`config.mk`:
```
export PLATFORM = sky130hd
export DESIGN_NAME = mem_rr_arbiter
export DESIGN_NICKNAME = d
export VERILOG_FILES = /design/src/rtl/mem_rr_arbiter_pkg.sv /design/src/rtl/mem_rr_arbiter_rr_picker.sv /design/src/rtl/mem_rr_arbiter.sv
export SDC_FILE = /design/constraint.sdc
export NUM_CORES = 1
export LEC_CHECK = 0
export CAP_MARGIN = 20
export CORE_MARGIN = 1
export CORE_UTILIZATION = 39
export CTS_BUF_LIST = sky130_fd_sc_hd__clkbuf_4 sky130_fd_sc_hd__clkbuf_8
export CTS_CLUSTER_SIZE = 25
export DETAILED_ROUTE_END_ITERATION = 16
export GPL_ROUTABILITY_DRIVEN = 0
export PLACE_DENSITY_LB_ADDON = 0.08
export SETUP_SLACK_MARGIN = 0.5
export SLEW_MARGIN = 10
export SYNTH_ARGS = -nofsm -noshare
export SYNTH_HDL_FRONTEND = slang
export SYNTH_SLANG_ARGS = --single-unit
```
`constraint.sdc`:
```
create_clock -name clk -period 2.4 [get_ports clk]
set_input_delay 0.48 -clock clk [delete_from_list [all_inputs] [get_ports clk]]
set_output_delay 0.48 -clock clk [all_outputs]
set_load 0.1 [all_outputs]
```
`src/rtl/mem_rr_arbiter_pkg.sv`:
```
// Shared types and helpers for the round-robin memory port arbiter.
// Holds the FSM encoding, the access-direction constants and the index-width helper.
package mem_arb_pkg;

  typedef enum logic {IDLE = 1'b0, BUSY = 1'b1} arb_state_t;

  localparam logic WR = 1'b1;
  localparam logic RD = 1'b0;

  // Width of a requester index, never below one bit.
  function automatic int idx_w(input int n);
    return (n < 2) ? 1 : $clog2(n);
  endfunction

endpackage

```
`src/rtl/mem_rr_arbiter_rr_picker.sv`:
```
// Combinational round-robin pick: first set request bit at or above ptr, wrapping.
// The output is valid only while found is high.
module rr_picker
  import mem_arb_pkg::*;
#(
  parameter int NUM_REQ = 4,
  parameter int IDX_W   = 2
) (
  input  logic [NUM_REQ-1:0] req,
  input  logic [IDX_W-1:0]   ptr,
  output logic               found,
  output logic [IDX_W-1:0]   winner
);

  always_comb begin
    found  = 1'b0;
    winner = '0;
    for (int i = 0; i < NUM_REQ; i++) begin
      if (!found && req[(int'(ptr) + i) % NUM_REQ]) begin
        found  = 1'b1;
        winner = IDX_W'((int'(ptr) + i) % NUM_REQ);
      end
    end
  end

endmodule

```
`src/rtl/mem_rr_arbiter.sv`:
```
// Round-robin arbiter sharing one memory port among NUM_REQ requesters.
// One transfer at a time; a watchdog aborts transfers the memory never acknowledges.
module mem_rr_arbiter
  import mem_arb_pkg::*;
#(
  parameter int NUM_REQ    = 4,
  parameter int WIDTH      = 8,
  parameter int DEPTH      = 16,
  parameter int ADDR_WIDTH = 4,
  parameter int TIMEOUT    = 32
) (
  input  logic                          clk,
  input  logic                          res,
  input  logic [NUM_REQ-1:0]            req_valid,
  input  logic [NUM_REQ-1:0]            req_wr_rd,
  input  logic [NUM_REQ*ADDR_WIDTH-1:0] req_addr,
  input  logic [NUM_REQ*WIDTH-1:0]      req_wdata,
  output logic [NUM_REQ-1:0]            req_ready,
  output logic [WIDTH-1:0]              req_rdata,
  output logic                          req_err,
  output logic                          m_valid,
  output logic                          m_wr_rd,
  output logic [ADDR_WIDTH-1:0]         m_addr,
  output logic [WIDTH-1:0]              m_wdata,
  input  logic                          m_ready,
  input  logic [WIDTH-1:0]              m_rdata,
  output logic [$clog2(NUM_REQ)-1:0]    gnt_id,
  output logic                          busy
);

  localparam int IDX_W = idx_w(NUM_REQ);
  localparam int WD_W  = $clog2(TIMEOUT);

  if (DEPTH > (1 << ADDR_WIDTH)) begin : g_depth_chk
    $error("DEPTH does not fit in ADDR_WIDTH");
  end

  arb_state_t            state_q, state_d;
  logic [IDX_W-1:0]      ptr_q, ptr_d;
  logic [IDX_W-1:0]      gnt_q, gnt_d;
  logic [WD_W-1:0]       wdog_q, wdog_d;
  logic                  m_valid_q, m_valid_d;
  logic                  m_wr_rd_q, m_wr_rd_d;
  logic [ADDR_WIDTH-1:0] m_addr_q, m_addr_d;
  logic [WIDTH-1:0]      m_wdata_q, m_wdata_d;

  logic                  pick_found;
  logic [IDX_W-1:0]      pick_id;
  logic                  done;
  logic                  tmo;

  rr_picker #(
    .NUM_REQ (NUM_REQ),
    .IDX_W   (IDX_W)
  ) u_picker (
    .req    (req_valid),
    .ptr    (ptr_q),
    .found  (pick_found),
    .winner (pick_id)
  );

  // A real acknowledge in the watchdog's last cycle takes priority over the abort.
  assign done = (state_q == BUSY) && m_ready;
  assign tmo  = (state_q == BUSY) && !m_ready && (wdog_q == WD_W'(TIMEOUT - 1));

  always_comb begin
    state_d   = state_q;
    ptr_d     = ptr_q;
    gnt_d     = gnt_q;
    wdog_d    = wdog_q;
    m_valid_d = m_valid_q;
    m_wr_rd_d = m_wr_rd_q;
    m_addr_d  = m_addr_q;
    m_wdata_d = m_wdata_q;
    req_ready = '0;
    req_rdata = '0;
    req_err   = tmo;

    if (done || tmo) req_ready[gnt_q] = 1'b1;
    if (done)        req_rdata        = m_rdata;

    case (state_q)
      IDLE: begin
        if (pick_found) begin
          state_d   = BUSY;
          gnt_d     = pick_id;
          wdog_d    = '0;
          m_valid_d = 1'b1;
          m_wr_rd_d = req_wr_rd[pick_id] ? WR : RD;
          m_addr_d  = req_addr[pick_id*ADDR_WIDTH +: ADDR_WIDTH];
          m_wdata_d = req_wdata[pick_id*WIDTH +: WIDTH];
        end
      end
      BUSY: begin
        if (done || tmo) begin
          state_d   = IDLE;
          m_valid_d = 1'b0;
          ptr_d     = (gnt_q == IDX_W'(NUM_REQ - 1)) ? '0 : gnt_q + 1'b1;
        end else begin
          wdog_d = wdog_q + 1'b1;
        end
      end
      default: state_d = IDLE;
    endcase
  end

  always_ff @(posedge clk) begin
    if (!res) begin
      state_q   <= IDLE;
      ptr_q     <= '0;
      gnt_q     <= '0;
      wdog_q    <= '0;
      m_valid_q <= 1'b0;
      m_wr_rd_q <= 1'b0;
      m_addr_q  <= '0;
      m_wdata_q <= '0;
    end else begin
      state_q   <= state_d;
      ptr_q     <= ptr_d;
      gnt_q     <= gnt_d;
      wdog_q    <= wdog_d;
      m_valid_q <= m_valid_d;
      m_wr_rd_q <= m_wr_rd_d;
      m_addr_q  <= m_addr_d;
      m_wdata_q <= m_wdata_d;
    end
  end

  assign m_valid = m_valid_q;
  assign m_wr_rd = m_wr_rd_q;
  assign m_addr  = m_addr_q;
  assign m_wdata = m_wdata_q;
  assign gnt_id  = gnt_q;
  assign busy    = (state_q == BUSY);

endmodule
```
==> results.yml <==
floorplanning:
  num_rows: 23
  die_y_um: 66.66
  fp.dieArea_um2: 4443
  initial_core_util: 0.4076
  chipWidth_um: 66.66
  pin_count: 97
  core_area_um2: 4000
pwr:
  power_frac_comb: 0.520
  switchingPower_w: 0.0006514
  power.density_nw_per_um2: 469.2
  p_leak_nw: 1.359
  vdd_drop_max_mv: 0.3303
  intPower_w: 0.0008696
  power.total_w: 0.001521
  clkPwrFrac: 0.175
  seqPwrFrac: 0.306
  swShare: 0.4283
grt:
  grt_overflow: 0
  grt_max_degree: 26
  track_usage: 0.2442
  grt_first_pass_wirelength_mm: 8.355
  grt_pass1_vias: 1831
  antenna_found_initial: 0
critical_path:
  rrSetupSlack_ns: 0.51
  crit_path_end_kind: "primary output"
  slowest_delay_ns: 0.36
  critical_path_peak_fanout: 6
  reg2regPathDepth: 8
  crit_type: "reg -> out"
  r2r-start: "wdog_q[0]"
  crit_slowest_cell: "dfxtp_2"
  arrival_ns: 1.62
  crit-reg2reg-capture: "wdog_q[3]"
  cp-start-kind: "flip-flop"
  cp.required_ns: 1.92
  crit_chain: "ha_4, and3_4, ha_4, nor2_4, nor2_4, and2_4, buf_12"
detailed_routing:
  drc: 0
  wl_met1_mm: 2.447
  dr_wl_met2_mm: 3.168
  drtAntennaViolNets: 0
  highest_layer: "met4"
  wire_per_inst_um: 17.05
  wl_met3_um: 457
  via_per_inst: 5.881
  wirelength_mm: 6.292
  dr.pass1.iters: 4
  drt-initial-drc-count: 118
  vias: 2170
run_status:
  status: "finished, final reports clean"
yosys:
  synth_top_area_cell: "dfxtp_1"
  synth.avg_cell_area_um2: 8.404
  postSynth.asyncResetShare: 0
  synth_cells: 194
  synth.most_common_cell: "and3_1"
  synth_top_cell_area_share: 0.2947
  synth_ff_type: "dfxtp_1"
  synth_common_cells: "26 x and3_1, 24 x dfxtp_1, 13 x nor2_1"
  yosys_warnings: 0
  ys_seq_area_frac: 0.2947
  synth_area_leaders: "dfxtp_1 29%, and3_1 10%, mux2i_1 6.1%"
  ys_ff_latch: 24
  syn-num-nets: 267
  netlist_area_um2: 1630
  synth_cell_types: 39
  synth_edf_count: 0
sta:
  period_share: 0.8745
  setup_tns_ns: 0
  setup_viol: 0
  timing.fmax_mhz: 476.5
  finalClockSkew_ns: 0.006790
  rsz0062_at_grt: "yes"
  relSlewSlack: 0.6089
  worst-slew-pin-transition_ns: 0.5860
  post-route-min-period_ns: 2.099
  fin_ws_ns: 0.3013
  hold_viol_final: 0
  slew_violations: 0
final_layout:
  fin_nets: 393
  syn_to_final_growth_pct: 98.85
  fin_cells: 369
  antenna-diode-count: 0
  drive_gt1_frac: 0.3824
cts:
  tritoncts: "yes"
  clk_pin_slew_ns: 0.09
  clock_latency_ns: 0.27
  clock-sinks: 24
  postCtsHoldBufs: 0
  cts_max_path_buffers: 2
  numCtsBuffers: 3
  ctsHtreeMaxLevel: 1
  cts_root_buf: "clkbuf_8"
hold_path:
  holdPathEnd: "m_valid"
  min_path_type: "reg -> reg"
  hold_depth: 2
  hold_start: "m_valid"
place:
  place_ws_ns: 0.06135
  hpwl_mm: 3.746
  place_inst: 339
  portBuffers: 96
flow_run:
  drv_cap: 0
## how the worst max path moves through the flow
stage / endpoint / start
after floorplan: req_err / wdog_q[1]
final: req_ready[1] / wdog_q[1]
after detailed placement: m_addr[1] / req_valid[2]
after CTS: req_ready[1] / wdog_q[0]
after global routing: req_ready[1] / wdog_q[1]
after global placement: m_wdata[1] / req_valid[2]
## worst max-delay path, delay by kind of cell, from the launching register on
family	cells	cell delay, ns
flops	1	0.36
buf+inv	1	0.17
fa+ha+maj	2	0.27
simple gates	4	0.54
## stage by stage
stage                       util  hold slack [ns]  area, um2
after floorplan                -           0.4611       1703
after global placement    0.7072           0.4491       2829
after detailed placement  0.7072           0.4546       2829
after CTS                 0.7610           0.4668       3044
after global routing      0.8104           0.4996       3242
final                     0.8104           0.4644       3242
## cell families after synthesis
logic type | Yosys count | share of synthesized area
DFF | 24 | 0.2947
muxes | 10 | 0.06140
and+or+nand+nor | 81 | 0.2725
adders and majority gates | 6 | 0.04605
buffers and inverters | 20 | 0.06677
AOI/OAI and AO/OA | 53 | 0.2586
## layout make-up
cell class | instances | area [um2]
Timing Repair Buffer | 132 | 1329
Multi-Input combinational cell | 154 | 1287
Fill cell | 238 | 758.2
Sequential cell | 24 | 495.5
Tap cell | 50 | 62.56
Clock buffer | 4 | 48.80
Inverter | 5 | 18.77
## routing by layer
layer	up-vias	global-route usage
met4	0	0.1037
met5	-	0
met3	28	0.04966
met1	1003	0.2962
li1	1001	-
met2	138	0.4129
## cell usage in the layout, fill, tap and decap left out, drive strengths merged, types with 4 or more instances in the layout
cell type / instances
a21oi: 10
dfxtp: 24
a21boi: 7
o2111ai: 7
and3: 26
buf: 66
nor2: 13
o211ai: 7
ha: 6
inv: 5
o22a: 4
clkdlybuf4s50: 62
nand3: 12
and2: 4
nor4: 6
a2111oi: 10
mux2i: 10
nand2: 12
clkbuf: 5
## power by group through the flow
stage          clock, W  combinational, W  sequential, W
6_report       0.000266          0.000790       0.000465
5_1_grt        0.000287          0.000822       0.000468
4_1_cts        0.000261          0.000726       0.000462
3_5_place_dp          0          0.000683       0.000470
3_3_place_gp          0          0.000677       0.000471
2_1_floorplan         0          0.000233       0.000681
## timing repair
item / 4_1_cts / 5_1_grt
resized for setup: 27 / 19
pin swaps: 9 / 10
hold endpoints to repair: 0 / 0
buffers inserted: 8 / 14
gates cloned: 2 / 2
setup endpoints to repair: 27 / 30
## state kept, by name, indices dropped and copies added, names as in the netlist
register	cells
m_addr	4
m_wr_rd	1
wdog_q	5
ptr_q	2
gnt_id	2
m_valid	1
m_wdata	8
busy	1
(Power assumes the default switching activity.)
